**config.mk**
```make
export PLATFORM = sky130hd
export DESIGN_NAME = pipe_ctrl
export DESIGN_NICKNAME = d
export VERILOG_FILES = /design/src/rtl/pipe_ctrl.sv
export SDC_FILE = /design/constraint.sdc
export NUM_CORES = 1
export LEC_CHECK = 0
export CAP_MARGIN = 10
export CORE_UTILIZATION = 50
export DETAILED_ROUTE_END_ITERATION = 8
export GPL_ROUTABILITY_DRIVEN = 0
export GPL_TIMING_DRIVEN = 0
export PLACE_DENSITY = 0.91
export SYNTH_ARGS = -nofsm -noshare
export SYNTH_HDL_FRONTEND = slang
export SYNTH_SLANG_ARGS = --single-unit
```
**constraint.sdc**
```tcl
create_clock -name clk -period 20.4 [get_ports clk]
set_input_delay 6.12 -clock clk [delete_from_list [all_inputs] [get_ports clk]]
set_output_delay 6.12 -clock clk [all_outputs]
set_load 0.01 [all_outputs]
```
**src/rtl/pipe_ctrl.sv**
```systemverilog
// Pipeline controller: merges stage stall requests into the stall vector,
// sequences exception flushes with a refill mask, and tracks stall statistics.
module pipe_ctrl #(
    parameter logic [31:0] EXC_BASE      = 32'h0000_0020,
    parameter int          REFILL_CYCLES = 3,
    parameter int          STALL_TIMEOUT = 1024
) (
    input  logic        clk,
    input  logic        rst,
    input  logic        stallreq_from_if,
    input  logic        stallreq_from_id,
    input  logic        stallreq_from_ex,
    input  logic        stallreq_from_mem,
    input  logic [31:0] excepttype_i,
    input  logic [31:0] cp0_epc_i,
    input  logic        clr_cnt,
    output logic [5:0]  stall,
    output logic        flush,
    output logic [31:0] new_pc,
    output logic [31:0] stall_cycles,
    output logic        stall_timeout
);

    localparam logic [15:0] REFILL_LOAD = 16'(REFILL_CYCLES - 1);
    localparam logic [15:0] TIMEOUT_VAL = 16'(STALL_TIMEOUT);

    typedef enum logic {
        RUN,
        REFILL
    } state_t;

    state_t      state_reg;
    logic [15:0] refill_cnt_reg;
    logic [31:0] new_pc_reg;
    logic [31:0] stall_cycles_reg;
    logic [15:0] run_cnt_reg;
    logic        timeout_reg;

    logic        accept;
    logic [5:0]  stall_req;
    logic [31:0] target_pc;
    logic [15:0] run_inc;

    // Gating with rst keeps every output quiet while reset is held.
    assign accept = !rst && (state_reg == RUN) && (excepttype_i != 32'd0);

    always_comb begin
        stall_req = 6'b000000;
        if (stallreq_from_mem) begin
            stall_req = 6'b011111;
        end else if (stallreq_from_ex) begin
            stall_req = 6'b001111;
        end else if (stallreq_from_id) begin
            stall_req = 6'b000111;
        end else if (stallreq_from_if) begin
            stall_req = 6'b000011;
        end
    end

    always_comb begin
        target_pc = EXC_BASE + 32'h20;
        if (excepttype_i == 32'h1) begin
            target_pc = EXC_BASE;
        end else if (excepttype_i == 32'hE) begin
            target_pc = cp0_epc_i;
        end
    end

    assign stall         = (rst || accept) ? 6'b000000 : stall_req;
    assign flush         = accept;
    assign new_pc        = rst ? 32'd0 : (accept ? target_pc : new_pc_reg);
    assign stall_cycles  = stall_cycles_reg;
    assign stall_timeout = timeout_reg;
    assign run_inc       = run_cnt_reg + 16'd1;

    always_ff @(posedge clk or posedge rst) begin
        if (rst) begin
            state_reg      <= RUN;
            refill_cnt_reg <= 16'd0;
            new_pc_reg     <= 32'd0;
        end else begin
            case (state_reg)
                RUN: begin
                    if (accept) begin
                        state_reg      <= REFILL;
                        refill_cnt_reg <= REFILL_LOAD;
                        new_pc_reg     <= target_pc;
                    end
                end
                REFILL: begin
                    if (refill_cnt_reg == 16'd0) begin
                        state_reg <= RUN;
                    end else begin
                        refill_cnt_reg <= refill_cnt_reg - 16'd1;
                    end
                end
                default: state_reg <= RUN;
            endcase
        end
    end

    // Clear takes priority over any increment or watchdog set in the same cycle.
    always_ff @(posedge clk or posedge rst) begin
        if (rst) begin
            stall_cycles_reg <= 32'd0;
            run_cnt_reg      <= 16'd0;
            timeout_reg      <= 1'b0;
        end else if (clr_cnt) begin
            stall_cycles_reg <= 32'd0;
            run_cnt_reg      <= 16'd0;
            timeout_reg      <= 1'b0;
        end else if (stall[0]) begin
            if (stall_cycles_reg != 32'hFFFF_FFFF) begin
                stall_cycles_reg <= stall_cycles_reg + 32'd1;
            end
            if (run_cnt_reg != TIMEOUT_VAL) begin
                run_cnt_reg <= run_inc;
                if (run_inc == TIMEOUT_VAL) begin
                    timeout_reg <= 1'b1;
                end
            end
        end else begin
            run_cnt_reg <= 16'd0;
        end
    end

endmodule

```
==> flow_metrics.env, run 1 <==
export IMPL_status="finished, final reports clean"
export IMPL_min_path_cells=1
export IMPL_die_h_um=104
export IMPL_path_clk_slew_ps=90
export IMPL_synth_seq_cells=98
export IMPL_grt_antenna_before_repair=0
export IMPL_avgRoutedWirePerCell_um=17.0
export IMPL_crit_required_ps=14280
export IMPL_worst_slack_ps=5120
export IMPL_drv_slew=0
export IMPL_die_x_um=104
export IMPL_insertion_delay_ps=370
export IMPL_final_cells=830
export IMPL_place_port_buffers=141
export IMPL_rr_startpoint="stall_cycles[6]"
export IMPL_drive_gt1_share_pct=5.60
export IMPL_ant_nets=0
export IMPL_synthesis_nets=616
export IMPL_rows=36
export IMPL_avgSynthCellArea_um2=9.63
export IMPL_wirelength_um=14100
export IMPL_relSlewSlack_pct=44.5
export IMPL_whs_ps=496
export IMPL_worstHoldStart="refill_cnt_reg[0]"
export IMPL_grt_pass1_wl_um=23000
export IMPL_crit_fanout=10
export IMPL_synth_edf_count=0
export IMPL_end_kind="output pin"
export IMPL_synth_area_um2=5190
export IMPL_first_global_vias=4709
export IMPL_min_to="refill_cnt_reg[0]"
export IMPL_numCtsBuffers=9
export IMPL_dpl_worst_slack_ps=5060
export IMPL_cts_sinks=98
export IMPL_drc=0
export IMPL_max_cap_violations=0
export IMPL_clk_path_buf_depth=2
export IMPL_rrSetupSlack_ps=17650
export IMPL_fin_worst_skew_ps=11.9
export IMPL_ctsHoldBuffers=0
export IMPL_overflow=0
export IMPL_rsz0062_at_grt="false"
export IMPL_holdCritPathClass="reg2reg"
export IMPL_finalPower_w=0.000395
export IMPL_cts_tree="built"
export IMPL_setup_tns_ps=0
export IMPL_cts_resized=0
export IMPL_r2r_end="stall_cycles[31]"
export IMPL_numPlacedInstances=814
export IMPL_finalCritPeriodShare_pct=74.9
export IMPL_ys_seq_area_share_pct=47.2
export IMPL_track_usage_pct=26.4
export IMPL_start_kind="input port"
export IMPL_hold_viol_final=0
export IMPL_viasPerCell=5.84
export IMPL_setup_viol=0
export IMPL_synth_cell_types=51
export IMPL_crit_type="in2out"
export IMPL_yosys_most_used_dff="dfrtp_1"
export IMPL_fmax_mhz=65.4
export IMPL_vdd_ir_drop_max_v=0.0000340
export IMPL_ys_async_sr_fraction_pct=100
export IMPL_critical_path_arrival_ps=9160
export IMPL_die_area_um2=10800
export IMPL_num_nets_final=769
export IMPL_io_pins=143
export IMPL_tightest_slew_ps=825
export IMPL_power_leakage_nw=2.76
export IMPL_power_density_nw_per_um2=56.6
export IMPL_diodes=0
export IMPL_postCtsSetupRepairBufs=0
export IMPL_cts_htree_levels=3
export IMPL_via_count=4851
export IMPL_synth_warnings=0
export IMPL_initialDrtViolationCount=364
export IMPL_reg2regPathDepth=7
export IMPL_grt_max_degree=62
export IMPL_root_buffer="clkbuf_8"
export IMPL_drtPass1Iterations=5
export IMPL_syn_instance_count=539
export IMPL_initial_core_util_pct=52.4
export IMPL_dpl_hpwl_um=10400
export IMPL_min_period_ps=15280
export IMPL_syn2layout_area_growth_pct=34.4
export IMPL_core_area_um2=9910
[metal layers]
metal	wire [µm]	part of all wire, %	GRT usage [%]
met3	897	6.4	5.14
met4	237	1.7	7.45
met5	0	0	0
met1	5800	41	32.6
met2	7170	51	47.0
[layout by cell type, fill, tap and decap left out, drive strengths merged, types with 3 or more instances in the layout]
master	n
a22o	31
o21ai	22
mux2	4
nand3	26
nor2b	4
a211oi	4
clkdlybuf4s50	141
or2	4
nor4b	3
o31ai	13
or3	27
clkbuf	35
nor3	18
xor2	19
nand4b	4
inv	16
and2	34
nand4	12
nand3b	3
dfrtp	98
and3	8
nor4	14
nor2	42
xnor2	8
nand2	24
ha	6
a21oi	33
or4	17
buf	9
[Yosys cell counts, types with 2 or more instances]
library cell  instances  area, µm²
nor4b_1               3       26.3
or4_1                13       97.6
and3_1                8       50.1
nor2_1               42        158
buf_8                 2       30.0
xnor2_1               8       70.1
or2_2                 4       25.0
nor3_1               17       85.1
o211ai_1              2       15.0
and2_1               34        213
nand4_1              10       62.6
o21ai_1               9       45.0
buf_6                 2       22.5
nand3b_1              3       22.5
ha_1                  6       75.1
mux2_1                2       22.5
nand3_1              25        125
nand2b_1              2       12.5
nand4_2               2       25.0
a21oi_1              33        165
or4_4                 4       45.0
or3_1                27        169
mux2i_1               2       20.0
inv_1                13       48.8
a22o_1               31        272
o31ai_1              13       97.6
xor2_1               19        166
nor4_1               14       87.6
dfrtp_1              98       2450
a211oi_1              4       30.0
o21ai_0              13       65.1
clkbuf_1             25       93.8
nand2_1              24       90.1
buf_4                 2       15.0
nand4b_1              4       35.0
nor2b_1               4       25.0
[logic make-up (layout without fill, tap and decap cells)]
family | after synthesis | count (layout) | synth area share [%]
xor+xnor | 27 | 27 | 4.56
mux | 6 | 6 | 1.33
fa+ha+maj | 6 | 6 | 1.45
other cells | 1 | 1 | 0.0722
flops | 98 | 98 | 47.2
buf+inv | 47 | 205 | 4.29
compound gates | 109 | 109 | 14.0
simple gates | 245 | 245 | 27.1
[worst max path at each step]
stage,end,startpoint,slack [ps]
finish,new_pc[24],excepttype_i[7],5120
global route,new_pc[24],excepttype_i[7],4880
CTS,new_pc[24],excepttype_i[7],5050
detailed placement,new_pc[24],excepttype_i[7],5060
global placement,new_pc[29],rst,2390
floorplan,new_pc[22],rst,4630
[through the flow]
| step | cell area, µm² | utilization (%) |
|---|---|---|
| 2_1_floorplan | 5190 | - |
| 3_3_place_gp | 6770 | 68.3 |
| 3_5_place_dp | 6800 | 68.6 |
| 4_1_cts | 6980 | 70.4 |
| 5_1_grt | 6980 | 70.4 |
| 6_report | 6980 | 70.4 |
[critical path, cell delays in order]
cell,delay (ps)
clkdlybuf4s50_1,450
nor4_1,490
nand4_1,200
o21ai_1,510
clkbuf_1,450
a22o_1,270
and2_1,140
clkdlybuf4s50_1,520
[layout make-up]
| cell class | count | area (µm²) |
|---|---|---|
| Timing Repair Buffer | 142 | 1440 |
| Tap cell | 133 | 166 |
| Sequential cell | 98 | 2450 |
| Buffer | 33 | 174 |
| Clock inverter | 6 | 48.8 |
| Fill cell | 734 | 2930 |
| Inverter | 14 | 52.6 |
| Multi-Input combinational cell | 394 | 2520 |
| Clock buffer | 10 | 128 |
[report_power, final]
group          internal [W]  total (W)  switching, W
Clock             0.0000459   0.000117     0.0000712
Sequential         0.000206   0.000217     0.0000114
Combinational     0.0000302  0.0000602     0.0000299
Total              0.000282   0.000395      0.000113
(Power assumes the default switching activity.)
==> run 2, diff against run 1 <==
--- a/config.mk
+++ b/config.mk
@@ -6,11 +6,11 @@
 export NUM_CORES = 1
 export LEC_CHECK = 0
 export CAP_MARGIN = 10
-export CORE_UTILIZATION = 50
+export CORE_UTILIZATION = 49
 export DETAILED_ROUTE_END_ITERATION = 8
 export GPL_ROUTABILITY_DRIVEN = 0
 export GPL_TIMING_DRIVEN = 0
-export PLACE_DENSITY = 0.91
+export PLACE_DENSITY = 0.89
 export SYNTH_ARGS = -nofsm -noshare
 export SYNTH_HDL_FRONTEND = slang
 export SYNTH_SLANG_ARGS = --single-unit
==> constraint.sdc (replaced) <==
create_clock -name clk -period 16 [get_ports clk]
set_input_delay 4.8 -clock clk [delete_from_list [all_inputs] [get_ports clk]]
set_output_delay 4.8 -clock clk [all_outputs]
set_load 0.01 [all_outputs]
==> flow_metrics.env, run 2 (synthesized netlist as in run 1, its figures left out) <==
export IMPL_finalCritPeriodShare_pct=78.7
export IMPL_insertion_delay_ps=370
export IMPL_viasPerCell=5.83
export IMPL_fmax_mhz=79.4
export IMPL_io_pins=143
export IMPL_clk_path_buf_depth=2
export IMPL_tightest_slew_ps=869
export IMPL_rr_startpoint="stall_cycles[6]"
export IMPL_path_clk_slew_ps=90
export IMPL_min_period_ps=12600
export IMPL_initialDrtViolationCount=370
export IMPL_diodes=0
export IMPL_fin_worst_skew_ps=10.6
export IMPL_worstHoldStart="new_pc_reg[14]"
export IMPL_setup_viol=0
export IMPL_rsz0062_at_grt="false"
export IMPL_avgRoutedWirePerCell_um=16.8
export IMPL_track_usage_pct=25.7
export IMPL_min_to="new_pc_reg[14]"
export IMPL_die_x_um=105
export IMPL_num_nets_final=769
export IMPL_overflow=0
export IMPL_root_buffer="clkbuf_8"
export IMPL_vdd_ir_drop_max_v=0.0000484
export IMPL_holdCritPathClass="reg2reg"
export IMPL_place_area_um2=6800
export IMPL_crit_required_ps=11200
export IMPL_drc=0
export IMPL_relSlewSlack_pct=41.5
export IMPL_syn2layout_area_growth_pct=34.8
export IMPL_die_h_um=105
export IMPL_cts_htree_levels=3
export IMPL_place_port_buffers=141
export IMPL_rows=37
export IMPL_core_area_um2=10300
export IMPL_sw_frac_of_total_pct=26.8
export IMPL_min_path_cells=1
export IMPL_seqPwrFrac_pct=53.6
export IMPL_cts_sinks=98
export IMPL_postCtsSetupRepairBufs=0
export IMPL_pwr_share_clk_pct=31.7
export IMPL_via_count=4853
export IMPL_switchingPower_w=0.000138
export IMPL_cts_tree="built"
export IMPL_hold_viol_final=0
export IMPL_worst_slack_ps=3400
export IMPL_rrSetupSlack_ps=13320
export IMPL_mostFrequentLayoutCell="clkdlybuf4s50_1"
export IMPL_end_kind="output pin"
export IMPL_cts_resized=0
export IMPL_crit_type="in2out"
export IMPL_die_area_um2=11000
export IMPL_critical_path_arrival_ps=7800
export IMPL_finalInstanceArea_um2=7000
export IMPL_power_leakage_nw=2.77
export IMPL_power_frac_comb_pct=14.7
export IMPL_reg2regPathDepth=7
export IMPL_drive_gt1_share_pct=5.46
export IMPL_fill_cells=796
export IMPL_ctsHoldBuffers=0
export IMPL_setup_tns_ps=0
export IMPL_drtPass1Iterations=6
export IMPL_wirelength_um=14000
export IMPL_numCtsBuffers=9
export IMPL_crit_fanout=10
export IMPL_ant_nets=0
export IMPL_first_global_vias=4689
export IMPL_status="finished, final reports clean"
export IMPL_whs_ps=502
export IMPL_dpl_hpwl_um=10200
export IMPL_start_kind="input port"
export IMPL_max_cap_violations=0
export IMPL_r2r_end="stall_cycles[5]"
export IMPL_power_density_nw_per_um2=73.6
export IMPL_layout_common_cells="clkdlybuf4s50_1, dfrtp_1, nor2_1"
export IMPL_dpl_worst_slack_ps=3390
export IMPL_p_int_w=0.000377
export IMPL_initial_core_util_pct=50.5
export IMPL_drv_slew=0
export IMPL_grt_antenna_before_repair=0
export IMPL_grt_pass1_wl_um=22500
export IMPL_grt_max_degree=71
-- run 2: changes by cell type in the layout (fill, tap and decap cells not counted), sizes merged --
cell / before / now
inv: 16 / 14
bufinv: 0 / 1
clkbuf: 35 / 36
clkinvlp: 2 / 1
-- run 2: worst max-delay path by stage --
stage	start	end	slack [ps]	cells after the start
floorplan	rst	new_pc[22]	2870	3
global placement	rst	new_pc[23]	610	5
detailed placement	excepttype_i[15]	new_pc[11]	3390	8
CTS	excepttype_i[15]	new_pc[30]	3380	8
global route	excepttype_i[15]	new_pc[11]	3250	8
finish	excepttype_i[15]	new_pc[11]	3400	8
-- run 2: per-layer routing --
metal  part of all wire [%]  global-route usage (%)  up-vias  routed length (µm)
met5                      0                       0        -                   0
met4                    1.4                    8.85        0                 197
met3                    8.2                    5.36       22                1140
met2                     50                    44.2      228                6980
met1                     40                    32.2     2343                5670
li1                       -                       -     2260                   -
-- run 2: worst max-delay path, cell delays in order --
cell             delay, ps
clkdlybuf4s50_1        410
nor4_1                 330
nand4_1                300
o21ai_1                570
clkbuf_1               420
a22o_1                 230
and2_1                 160
clkdlybuf4s50_1        570
-- run 2: metrics by stage --
| step | utilization [%] | std cells | power (W) |
|---|---|---|---|
| 6_report | 68.1 | 832 | 0.000515 |
| 5_1_grt | 68.1 | 832 | 0.000538 |
| 4_1_cts | 68.1 | 832 | 0.000519 |
| 3_5_place_dp | 66.2 | 817 | 0.000357 |
| 3_3_place_gp | 65.9 | 816 | 0.000350 |
| 2_1_floorplan | - | 539 | 0.000320 |
-- run 2: power groups by stage --
stage	clock network [W]	registers, W	logic, W
2_1_floorplan	0	0.000278	0.0000422
3_3_place_gp	0	0.000279	0.0000714
3_5_place_dp	0	0.000281	0.0000758
4_1_cts	0.000166	0.000276	0.0000767
5_1_grt	0.000175	0.000278	0.0000847
6_report	0.000163	0.000276	0.0000759
-- run 2: cell type report --
cell class / instances / area [µm²] / share of cell area (%)
timing repair buffer: 142 / 1440 / 20.6
clock inverter: 4 / 51.3 / 0.733
multi-input combinational: 394 / 2520 / 36.0
buffer: 33 / 174 / 2.49
sequential: 98 / 2450 / 35.1
inverter: 14 / 52.6 / 0.751
tap: 136 / 170 / 2.43
clock buffer: 11 / 141 / 2.02
